[config.mk]
export PLATFORM = sky130hd
export DESIGN_NAME = memory_byte_sequencer
export DESIGN_NICKNAME = d
export VERILOG_FILES = /design/src/rtl/memory_byte_sequencer.sv
export SDC_FILE = /design/constraint.sdc
export NUM_CORES = 1
export LEC_CHECK = 0
export ABC_AREA = 1
export BUFFER_PORTS_ARGS = -buffer_cell sky130_fd_sc_hd__buf_2
export CORE_UTILIZATION = 37
export CTS_CLUSTER_SIZE = 24
export DETAILED_ROUTE_END_ITERATION = 10
export HOLD_SLACK_MARGIN = 0.08
export PLACE_DENSITY_LB_ADDON = 0.25
export SLEW_MARGIN = 20
export SYNTH_ARGS = -nofsm -noshare
export SYNTH_HDL_FRONTEND = slang
export SYNTH_SLANG_ARGS = --single-unit
[constraint.sdc]
create_clock -name Clock -period 2.2 [get_ports Clock]
set_input_delay 0 -clock Clock [delete_from_list [all_inputs] [get_ports Clock]]
set_output_delay 0 -clock Clock [all_outputs]
set_load 0.02 [all_outputs]
[src/rtl/memory_byte_sequencer.sv]
// Byte-serial sequencer between a DATA_WIDTH word and an 8-bit memory, little-endian.
// Define MEMORY_BYTE_SEQUENCER_SIGN_EXT_EN to sign-extend short reads (default: zero-extend).
module memory_byte_sequencer #(
    parameter  int DATA_WIDTH = 32,
    parameter  int ADDR_WIDTH = 16,
    localparam int BYTES      = DATA_WIDTH / 8,
    localparam int LEN_W      = $clog2(BYTES)
) (
    input  logic                  Clock,
    input  logic                  Reset,
    input  logic                  Start,
    input  logic                  Write,
    input  logic [LEN_W-1:0]      Len,
    input  logic [ADDR_WIDTH-1:0] BaseAddr,
    input  logic [DATA_WIDTH-1:0] WData,
    input  logic [7:0]            MemOut,
    output logic [ADDR_WIDTH-1:0] Mem_Address,
    output logic [7:0]            Mem_Data,
    output logic                  Mem_WR,
    output logic                  Mem_CS,
    output logic                  Busy,
    output logic                  Done,
    output logic [DATA_WIDTH-1:0] RData,
    output logic [1:0]            dbg_state
);

    // Handshake: Start is sampled only in IDLE; Busy covers XFER and DONE;
    // Done is a single-cycle pulse coinciding with RData becoming valid.
    typedef enum logic [1:0] {IDLE = 2'd0, XFER = 2'd1, DONE = 2'd2} state_t;

    state_t                  state_q, state_d;
    logic [LEN_W-1:0]        k_q, k_d;
    logic [LEN_W-1:0]        len_q, len_d;
    logic                    write_q, write_d;
    logic [DATA_WIDTH-1:0]   wdata_q, wdata_d;
    logic [DATA_WIDTH-1:0]   shadow_q, shadow_d;
    logic [DATA_WIDTH-1:0]   rdata_q, rdata_d;
    logic [ADDR_WIDTH-1:0]   addr_q, addr_d;
    logic [7:0]              mem_data_q, mem_data_d;
    logic                    mem_wr_q, mem_wr_d;
    logic                    mem_cs_q, mem_cs_d;
    logic                    busy_q, busy_d;
    logic                    done_q, done_d;

    // Bytes above len are overwritten with the fill byte.
    function automatic logic [DATA_WIDTH-1:0] extend(input logic [DATA_WIDTH-1:0] raw,
                                                     input logic [LEN_W-1:0] last);
        logic [DATA_WIDTH-1:0] res;
        logic [7:0]            fill;
        res  = raw;
        fill = 8'h00;
`ifdef MEMORY_BYTE_SEQUENCER_SIGN_EXT_EN
        for (int i = 0; i < BYTES; i++) begin
            if (i == int'(last)) fill = {8{raw[8*i+7]}};
        end
`endif
        for (int i = 0; i < BYTES; i++) begin
            if (i > int'(last)) res[8*i +: 8] = fill;
        end
        return res;
    endfunction

    always_comb begin
        state_d    = state_q;
        k_d        = k_q;
        len_d      = len_q;
        write_d    = write_q;
        wdata_d    = wdata_q;
        shadow_d   = shadow_q;
        rdata_d    = rdata_q;
        addr_d     = addr_q;
        mem_data_d = 8'h00;
        mem_wr_d   = 1'b0;
        mem_cs_d   = 1'b1;
        busy_d     = 1'b0;
        done_d     = 1'b0;
        case (state_q)
            IDLE: begin
                if (Start) begin
                    state_d  = XFER;
                    write_d  = Write;
                    len_d    = Len;
                    wdata_d  = WData;
                    k_d      = '0;
                    shadow_d = '0;
                    addr_d   = BaseAddr;
                    mem_cs_d = 1'b0;
                    mem_wr_d = Write;
                    busy_d   = 1'b1;
                    if (Write) mem_data_d = WData[7:0];
                end
            end
            XFER: begin
                busy_d = 1'b1;
                if (!write_q) shadow_d[{k_q, 3'b000} +: 8] = MemOut;
                if (k_q == len_q) begin
                    state_d = DONE;
                    done_d  = 1'b1;
                    if (!write_q) rdata_d = extend(shadow_d, len_q);
                end else begin
                    // Address increments modulo 2^ADDR_WIDTH by natural wrap.
                    k_d      = k_q + LEN_W'(1);
                    addr_d   = addr_q + ADDR_WIDTH'(1);
                    mem_cs_d = 1'b0;
                    mem_wr_d = write_q;
                    if (write_q) mem_data_d = wdata_q[{k_d, 3'b000} +: 8];
                end
            end
            DONE: begin
                state_d = IDLE;
            end
            default: begin
                state_d = IDLE;
            end
        endcase
    end

    always_ff @(posedge Clock) begin
        if (Reset) begin
            state_q    <= IDLE;
            k_q        <= '0;
            len_q      <= '0;
            write_q    <= 1'b0;
            wdata_q    <= '0;
            shadow_q   <= '0;
            rdata_q    <= '0;
            addr_q     <= '0;
            mem_data_q <= 8'h00;
            mem_wr_q   <= 1'b0;
            mem_cs_q   <= 1'b1;
            busy_q     <= 1'b0;
            done_q     <= 1'b0;
        end else begin
            state_q    <= state_d;
            k_q        <= k_d;
            len_q      <= len_d;
            write_q    <= write_d;
            wdata_q    <= wdata_d;
            shadow_q   <= shadow_d;
            rdata_q    <= rdata_d;
            addr_q     <= addr_d;
            mem_data_q <= mem_data_d;
            mem_wr_q   <= mem_wr_d;
            mem_cs_q   <= mem_cs_d;
            busy_q     <= busy_d;
            done_q     <= done_d;
        end
    end

    assign Mem_Address = addr_q;
    assign Mem_Data    = mem_data_q;
    assign Mem_WR      = mem_wr_q;
    assign Mem_CS      = mem_cs_q;
    assign Busy        = busy_q;
    assign Done        = done_q;
    assign RData       = rdata_q;
    assign dbg_state   = state_q;

endmodule

==> results of run 1 <==
layout by cell type, fill, tap and decap left out, types with 2 or more instances in the layout:
cell type	netlist	layout
o21ai_0	85	85
nor3_4	2	2
xor2_1	2	2
nor2_1	132	132
nand2_4	2	2
inv_4	2	2
nand4_1	9	9
nand3_1	34	34
clkbuf_1	21	4
inv_1	35	35
nor2_4	2	2
o22ai_1	8	8
a21oi_1	87	87
o21ai_1	32	32
clkbuf_8	0	6
mux2i_1	2	2
buf_2	14	123
dlygate4sd3_1	0	59
buf_4	5	14
dfxtp_1	131	131
ha_1	6	6
inv_2	6	6
nand2_2	6	6
clkbuf_16	0	17
clkinv_2	0	3
nand2_1	200	200
nor3_1	2	2
a31oi_1	8	8
flip-flops by register name, summed over array words and instances, names as in the netlist:
signal / cells
RData: 32
shadow_q: 32
wdata_q: 32
Mem_Address: 16
Mem_Data: 8
dbg_state: 2
k_q: 2
len_q: 2
Busy: 1
Done: 1
Mem_CS: 1
Mem_WR: 1
write_q: 1
metrics by stage:
step / power, mW / cells / area [um^2] / util (%) / hold WS, ps
final: 6.49 / 1236 / 7830 / 50.9 / 103
after global placement: 3.73 / 1146 / 6670 / 43.4 / 251
after floorplan: 3.40 / 844 / 5910 / - / 148
after global routing: 6.77 / 1236 / 7830 / 50.9 / 132
after detailed placement: 3.73 / 1146 / 6670 / 43.4 / 265
after CTS: 6.52 / 1236 / 7830 / 50.9 / 80.5
kinds of logic after synthesis:
kind of cell	Yosys count
simple gates	393
compound gates	220
flops	131
buf+inv	89
fa+ha+maj	6
xor+xnor	3
mux	2
layout make-up:
| type | instances | area (um^2) | area share, % |
|---|---|---|---|
| clock buffer | 27 | 523 | 6.68 |
| inverter | 43 | 166 | 2.13 |
| sequential | 131 | 2620 | 33.5 |
| timing repair buffer | 196 | 1310 | 16.8 |
| clock inverter | 4 | 45.0 | 0.576 |
| multi-input combinational | 624 | 2890 | 37.0 |
| tap | 211 | 264 | 3.37 |
cell usage after synthesis (8+ instances only):
master    number
o22ai_1        8
clkbuf_1      21
nand2_1      200
a21oi_1       87
nand4_1        9
dfxtp_1      131
inv_1         35
nand3_1       34
a31oi_1        8
nor2_1       132
o21ai_0       85
o21ai_1       32
buf_2         14
metal layers:
layer  track usage [%]  part of all wire (%)  vias to the layer above
li1                  -                     -                     3113
met1              28.6                    47                     2771
met2              35.2                    46                      194
met3              5.16                   5.9                       28
met4              8.03                   2.0                        0
met5                 0                     0                        -
report_power, final:
group          leakage [nW]  internal, mW  switching (mW)
registers              1.07          2.53           0.122
clock network         0.283          1.72           0.996
logic                  2.00         0.395           0.727
worst max-delay path by stage:
stage / from / endpoint / slack [ps] / depth (start not counted)
after floorplan: k_q[0]$_SDFFE_PP0P_ / RData[30]$_SDFFE_PP0P_ / 220 / 9
after global placement: k_q[1]$_SDFFE_PP0P_ / RData[30]$_SDFFE_PP0P_ / 240 / 7
after detailed placement: k_q[1]$_SDFFE_PP0P_ / shadow_q[30]$_SDFFE_PP0P_ / 230 / 7
after CTS: k_q[1]$_SDFFE_PP0P_ / shadow_q[30]$_SDFFE_PP0P_ / 210 / 7
after global routing: k_q[1]$_SDFFE_PP0P_ / shadow_q[27]$_SDFFE_PP0P_ / 30 / 7
final: k_q[1]$_SDFFE_PP0P_ / shadow_q[30]$_SDFFE_PP0P_ / 230 / 7
worst register-to-register path: cells and delay by family, from the launching register on:
| family | cells | cell delay, ps |
|---|---|---|
| buffers and inverters | 2 | 380 |
| and+or+nand+nor | 2 | 410 |
| AOI/OAI and AO/OA | 2 | 430 |
| DFF | 1 | 390 |
| adders and majority gates | 1 | 290 |
==> summary.md, run 1 <==
| Metric | Value |
|---|---|
| Status | complete, no violations |
| Crit Reg-Reg Endpoint | shadow_q[30]$_SDFFE_PP0P_ |
| Area fraction in compound gates after synthesis | between 10% and 20% |
| Crit path kind | flop to flop |
| Multiplexer share of the synthesized area | 0.339% |
| Worst Path Required | 2540 ps |
| Post-CTS Hold Buffers | 59 |
| Post-synthesis cell area | approximately 6000 um^2 |
| Tmin final | a little under 2000 ps |
| I/O pin total | approximately 120 |
| Hold Path Depth | 4 |
| Top_reg_cell synth | dfxtp_1 |
| Row count | 45 |
| Worst R2R Start | k_q[1]$_SDFFE_PP0P_ |
| Post-Synth XOR/XNOR Area | 0.572% |
| Core footprint | 15400 um^2 |
| Yosys top cell by area | dfxtp_1 |
| Max stage delay cell, worst path | dfxtp_1 |
| Clock-pin slew on the worst setup and hold paths | roughly 50 ps |
| Number of enable flip-flop cells after synthesis | 0 |
| Max VDD drop | 565 uV |
| Synth cell types | 32 |
| GPL Wtd Cong | 0.838 |
| TritonCTS clock tree | built |
| Die width | around 130 um |
| ANT cells | 0 |
| Final setup viols | 0 |
| Wirelength, routed | about 17000 um |
| Synth warn | 0 |
| Worst path most repeated cell | inv_1 |
| Sink Count | roughly 130 |
| Port buffer count | about 120 |
| First-pass GRT wire length | 28200 um |
| Max Freq | around 0.51 GHz |
| Post-synth ARST share | 0% |
| Pleak | approximately 3.4 nW |
| Crit share post-route | between 80% and 90% |
| Drt pass-1 iters | 5 |
| Slowest cell delay on critical path | about 390 ps |
| Hold path start | Start |
| Synth Register Bits | 131 |
| Min-delay worst type | input pin to flop |
| Final nets | roughly 1100 |
| Cts repair resizes | 0 |
| Max-Cap Viols | 0 |
| WL per Instance | 14.1 um |
| DRT antenna net count | 0 |
| Placement Setup Slack | between 200 and 250 ps |
| Post-Route Setup TNS | 0 ps |
| Slew @ Worst Pin | between 700 and 800 ps |
| Hold endpoint | wdata_q[2]$_SDFFE_PP0P_ |
| Syn Inst Count | 844 |
| DRC | 0 |
| Adder-cell share of the synthesized area | under 10% |
| Reg-to-reg slack, setup | around 230 ps |
| Initial antenna violation count | 0 |
| Yosys top cell area share | 44.4% |
| Crit-path cells | inv_1 -> ha_1 -> inv_1 -> nand3_1 -> o21ai_0 -> nand2_1 -> a21oi_1 |
| Top post-synthesis cells by area | dfxtp_1 44%, nand2_1 13%, nor2_1 8.4% |
| Layout cell share with drive strength beyond 1 | 18.4% |
| Largest net degree at the start of global routing | 73 |
| CTS buffer count | 17 |
| Post-DP HPWL | 11400 um |
| Starting density of the core | between 30 and 40% |
| Layout fillers | 1562 |
| DR vias/cell | 4.94 |
| Crit. End Element | flop |
| RSZ-0062 raised after global routing | false |
| Vias in the first global route | 5651 |
| Slew margin rel. | 48.8% |
| Simple-Gate Fraction of Synth Area | between 20% and 30% |
| Synth Area per Inst | roughly 7 um^2 |
| Slew Viols, Final | 0 |
| Full die area | ~16000 um^2 |
| Postcts setup bufs | 0 |
| Worst Setup Start Kind | flop |
| Hold Fails Final Rpt | 0 |
| Seq/Total Area, Yosys | about 44% |
| Die height | 128 um |
| Main combinational cell family by area after synthesis | simple AND/OR/NAND/NOR gates |
| Via count | slightly above 6000 |
| Worst-Skew Late Latency | around 420 ps |
| WP buf/inv | 2 |
| Synthesized net count | just over 900 |
| GRT Total Usage | approximately 22% |
| Clock skew | just over 9 ps |
| Worst Reg-to-Reg Cells | 7 |
| Root Buffer | clkbuf_16 |
| Area grow syn2layout | 32.5% |
| GR Overflow Total | 0 |
| Critical Path AT | between 2000 and 2500 ps |
| Crit path max-delay family | compound AO/OA/AOI/OAI gates |
| Crit-path max FO | 11 |
| H-Tree Depth | 4 |
| Max Root-Sink Buffers | 2 |
| Pwr dens | 829 nW/um^2 |
| Iter 0 DRT Violations | just under 400 |
| Setup ws final | around 230 ps |
No activity file was read; power rests on OpenSTA's default activity.
==> run 2, diff against run 1 <==
Settings changed: CELL_PAD_IN_SITES_DETAIL_PLACEMENT from default to 0, CELL_PAD_IN_SITES_GLOBAL_PLACEMENT from default to 1, CORE_ASPECT_RATIO from default to 0.7, SKIP_CTS_REPAIR_TIMING from default to 1.
==> summary.md, run 2 (synthesis gave the netlist of run 1 again) <==
| Metric | Value |
|---|---|
| Initial antenna violation count | 0 (unchanged) |
| GR Overflow Total | 0 (unchanged) |
| RSZ-0062 raised after global routing | false |
| Largest net degree at the start of global routing | 73 (unchanged) |
| I/O pin total | 124 (unchanged) |
| Dpl cell area | 6700 um^2 (+0.51%) |
| Hold Path Depth | 5 (+1) |
| Comb power frac | 17.5% (+0.2 points) |
| Sink Count | 131 (unchanged) |
| Hold Fails Final Rpt | 0 (unchanged) |
| Min-delay worst type | input pin to flop |
| Max VDD drop | 402 uV (-29%) |
| Die width | 153 um (+19%) |
| Clock skew | 10.9 ps (+1.68 ps) |
| TritonCTS clock tree | built |
| WL per Instance | 14.5 um (+3.1%) |
| Highest-count cells in the layout ignoring fill and taps | 200 x nand2_1, 132 x nor2_1, 131 x dfxtp_1 |
| Switching Share | 29.1% (+0.69 points) |
| GPL Wtd Cong | 0.795 (-5.2%) |
| First-pass GRT wire length | 27900 um (-1.1%) |
| Crit-path max FO | 7 (-4) |
| DRC | 0 (unchanged) |
| Vias in the first global route | 5347 (-5.4%) |
| Worst Reg-to-Reg Cells | 7 (unchanged) |
| Slew @ Worst Pin | 812 ps (+43.3 ps) |
| Crit. End Element | flop |
| Root Buffer | clkbuf_16 |
| Via count | 6039 (-1.1%) |
| Max-Cap Viols | 0 (unchanged) |
| Wirelength, routed | 17800 um (+2.3%) |
| DR vias/cell | 4.93 (-0.29%) |
| Worst Setup Start Kind | flop |
| Die height | 108 um (-16%) |
| Sw Pwr | 1.90 mW (+3.0%) |
| Starting density of the core | 38.0% (-0.44 points) |
| Pleak | 3.35 nW (about the same) |
| Max Freq | 0.526 GHz (+3.8%) |
| Max Root-Sink Buffers | 2 (unchanged) |
| Post-route cell area | 7830 um^2 (about the same) |
| Worst Path Required | 2530 ps (about the same) |
| Drt pass-1 iters | 5 (unchanged) |
| Post-Route Setup TNS | 0 ps (unchanged) |
| Most common cell after layout, fill and taps aside | nand2_1 |
| H-Tree Depth | 4 (unchanged) |
| Final setup viols | 0 (unchanged) |
| Clock-pin slew on the worst setup and hold paths | 60 ps (about the same) |
| Area grow syn2layout | 32.4% (about the same) |
| Iter 0 DRT Violations | 452 (+14%) |
| Core footprint | 15500 um^2 (+1.1%) |
| Row count | 38 (-16%) |
| Port buffer count | 123 (unchanged) |
| Tmin final | 1900 ps (-71.5 ps) |
| Crit share post-route | 86.4% (-3.3 points) |
| Final nets | 1081 (unchanged) |
| Critical Path AT | 2230 ps (-80 ps) |
| Full die area | 16500 um^2 (about the same) |
| Slew Viols, Final | 0 (unchanged) |
| Layout cell share with drive strength beyond 1 | 18.8% (+0.37 points) |
| CTS buffer count | 17 (unchanged) |
| Seq pwr share | 40.6% (-0.2 points) |
| Status | complete, no violations |
| ANT cells | 0 (unchanged) |
| GRT Total Usage | 21.5% (-0.37 points) |
| Layout fillers | 1592 (+1.9%) |
| Worst-Skew Late Latency | 410 ps (about the same) |
| Slew margin rel. | 45.9% (-2.9 points) |
| DRT antenna net count | 0 (unchanged) |
| Post-DP HPWL | 11900 um (+4.7%) |
| Internal power | 4.62 mW (-0.44%) |
| Pwr dens | 834 nW/um^2 (+0.54%) |
| Crit path kind | flop to flop |
| Clk pwr share | 41.9% (about the same) |
-- run 2: cell count changes in the layout (fill, tap and decap cells not counted), sizes merged --
cell,before,now
dlygate4sd3,59,56
clkinvlp,0,2
clkinv,3,6
buf,137,140
bufinv,1,2
clkbuf,27,22
-- run 2: stage by stage --
stage	hold WS [ps]	total power, mW	setup slack [ps]	util, %	cells
global placement	261	3.76	362	43.1	1138
CTS	-162	6.48	324	46.7	1170
finish	57.7	6.52	298	50.3	1226
global route	85.9	6.83	64.6	50.3	1226
detailed placement	262	3.76	330	43.1	1138
floorplan	148	3.40	223	-	844
-- run 2: area by class of cell --
class / count / area (um^2) / area share, %
inverters: 43 / 166 / 2.13
flip-flops and latches: 131 / 2620 / 33.5
well taps: 200 / 250 / 3.20
clock buffers: 22 / 454 / 5.80
clock inverters: 10 / 109 / 1.39
repair buffers: 196 / 1330 / 17.0
multi-input cells: 624 / 2890 / 37.0
-- run 2: final timing paths --
check / endpoint / startpoint / slack [ps]
max reg2reg: RData[30]$_SDFFE_PP0P_ / k_q[0]$_SDFFE_PP0P_ / 300
min: shadow_q[22]$_SDFFE_PP0P_ / MemOut[6] / 60
min reg2reg: RData[28]$_SDFFE_PP0P_ / RData[28]$_SDFFE_PP0P_ / 460
max: RData[30]$_SDFFE_PP0P_ / k_q[0]$_SDFFE_PP0P_ / 300
-- run 2: power groups by stage --
stage | combinational [mW] | sequential (mW) | clock, mW
5_1_grt | 1.27 | 2.67 | 2.89
3_3_place_gp | 1.06 | 2.70 | 0
6_report | 1.14 | 2.65 | 2.74
4_1_cts | 1.06 | 2.65 | 2.77
2_1_floorplan | 0.639 | 2.76 | 0
3_5_place_dp | 1.06 | 2.70 | 0
-- run 2: per-layer routing --
layer / GRT usage [%] / routed length (um) / vias to the layer above / part of all wire, %
li1: - / - / 3127 / -
met4: 5.99 / 169 / 0 / 0.95
met3: 5.03 / 1130 / 18 / 6.4
met5: 0 / 0 / - / 0
met2: 31.1 / 7330 / 182 / 41
met1: 31.5 / 9190 / 2712 / 52
-- run 2: critical path, cell delays in order, from the launching register on --
cell,delay [ps]
dfxtp_1,380
inv_1,110
ha_1,390
inv_1,170
nand3_1,270
o21ai_0,310
nand2_1,80
a21oi_1,120
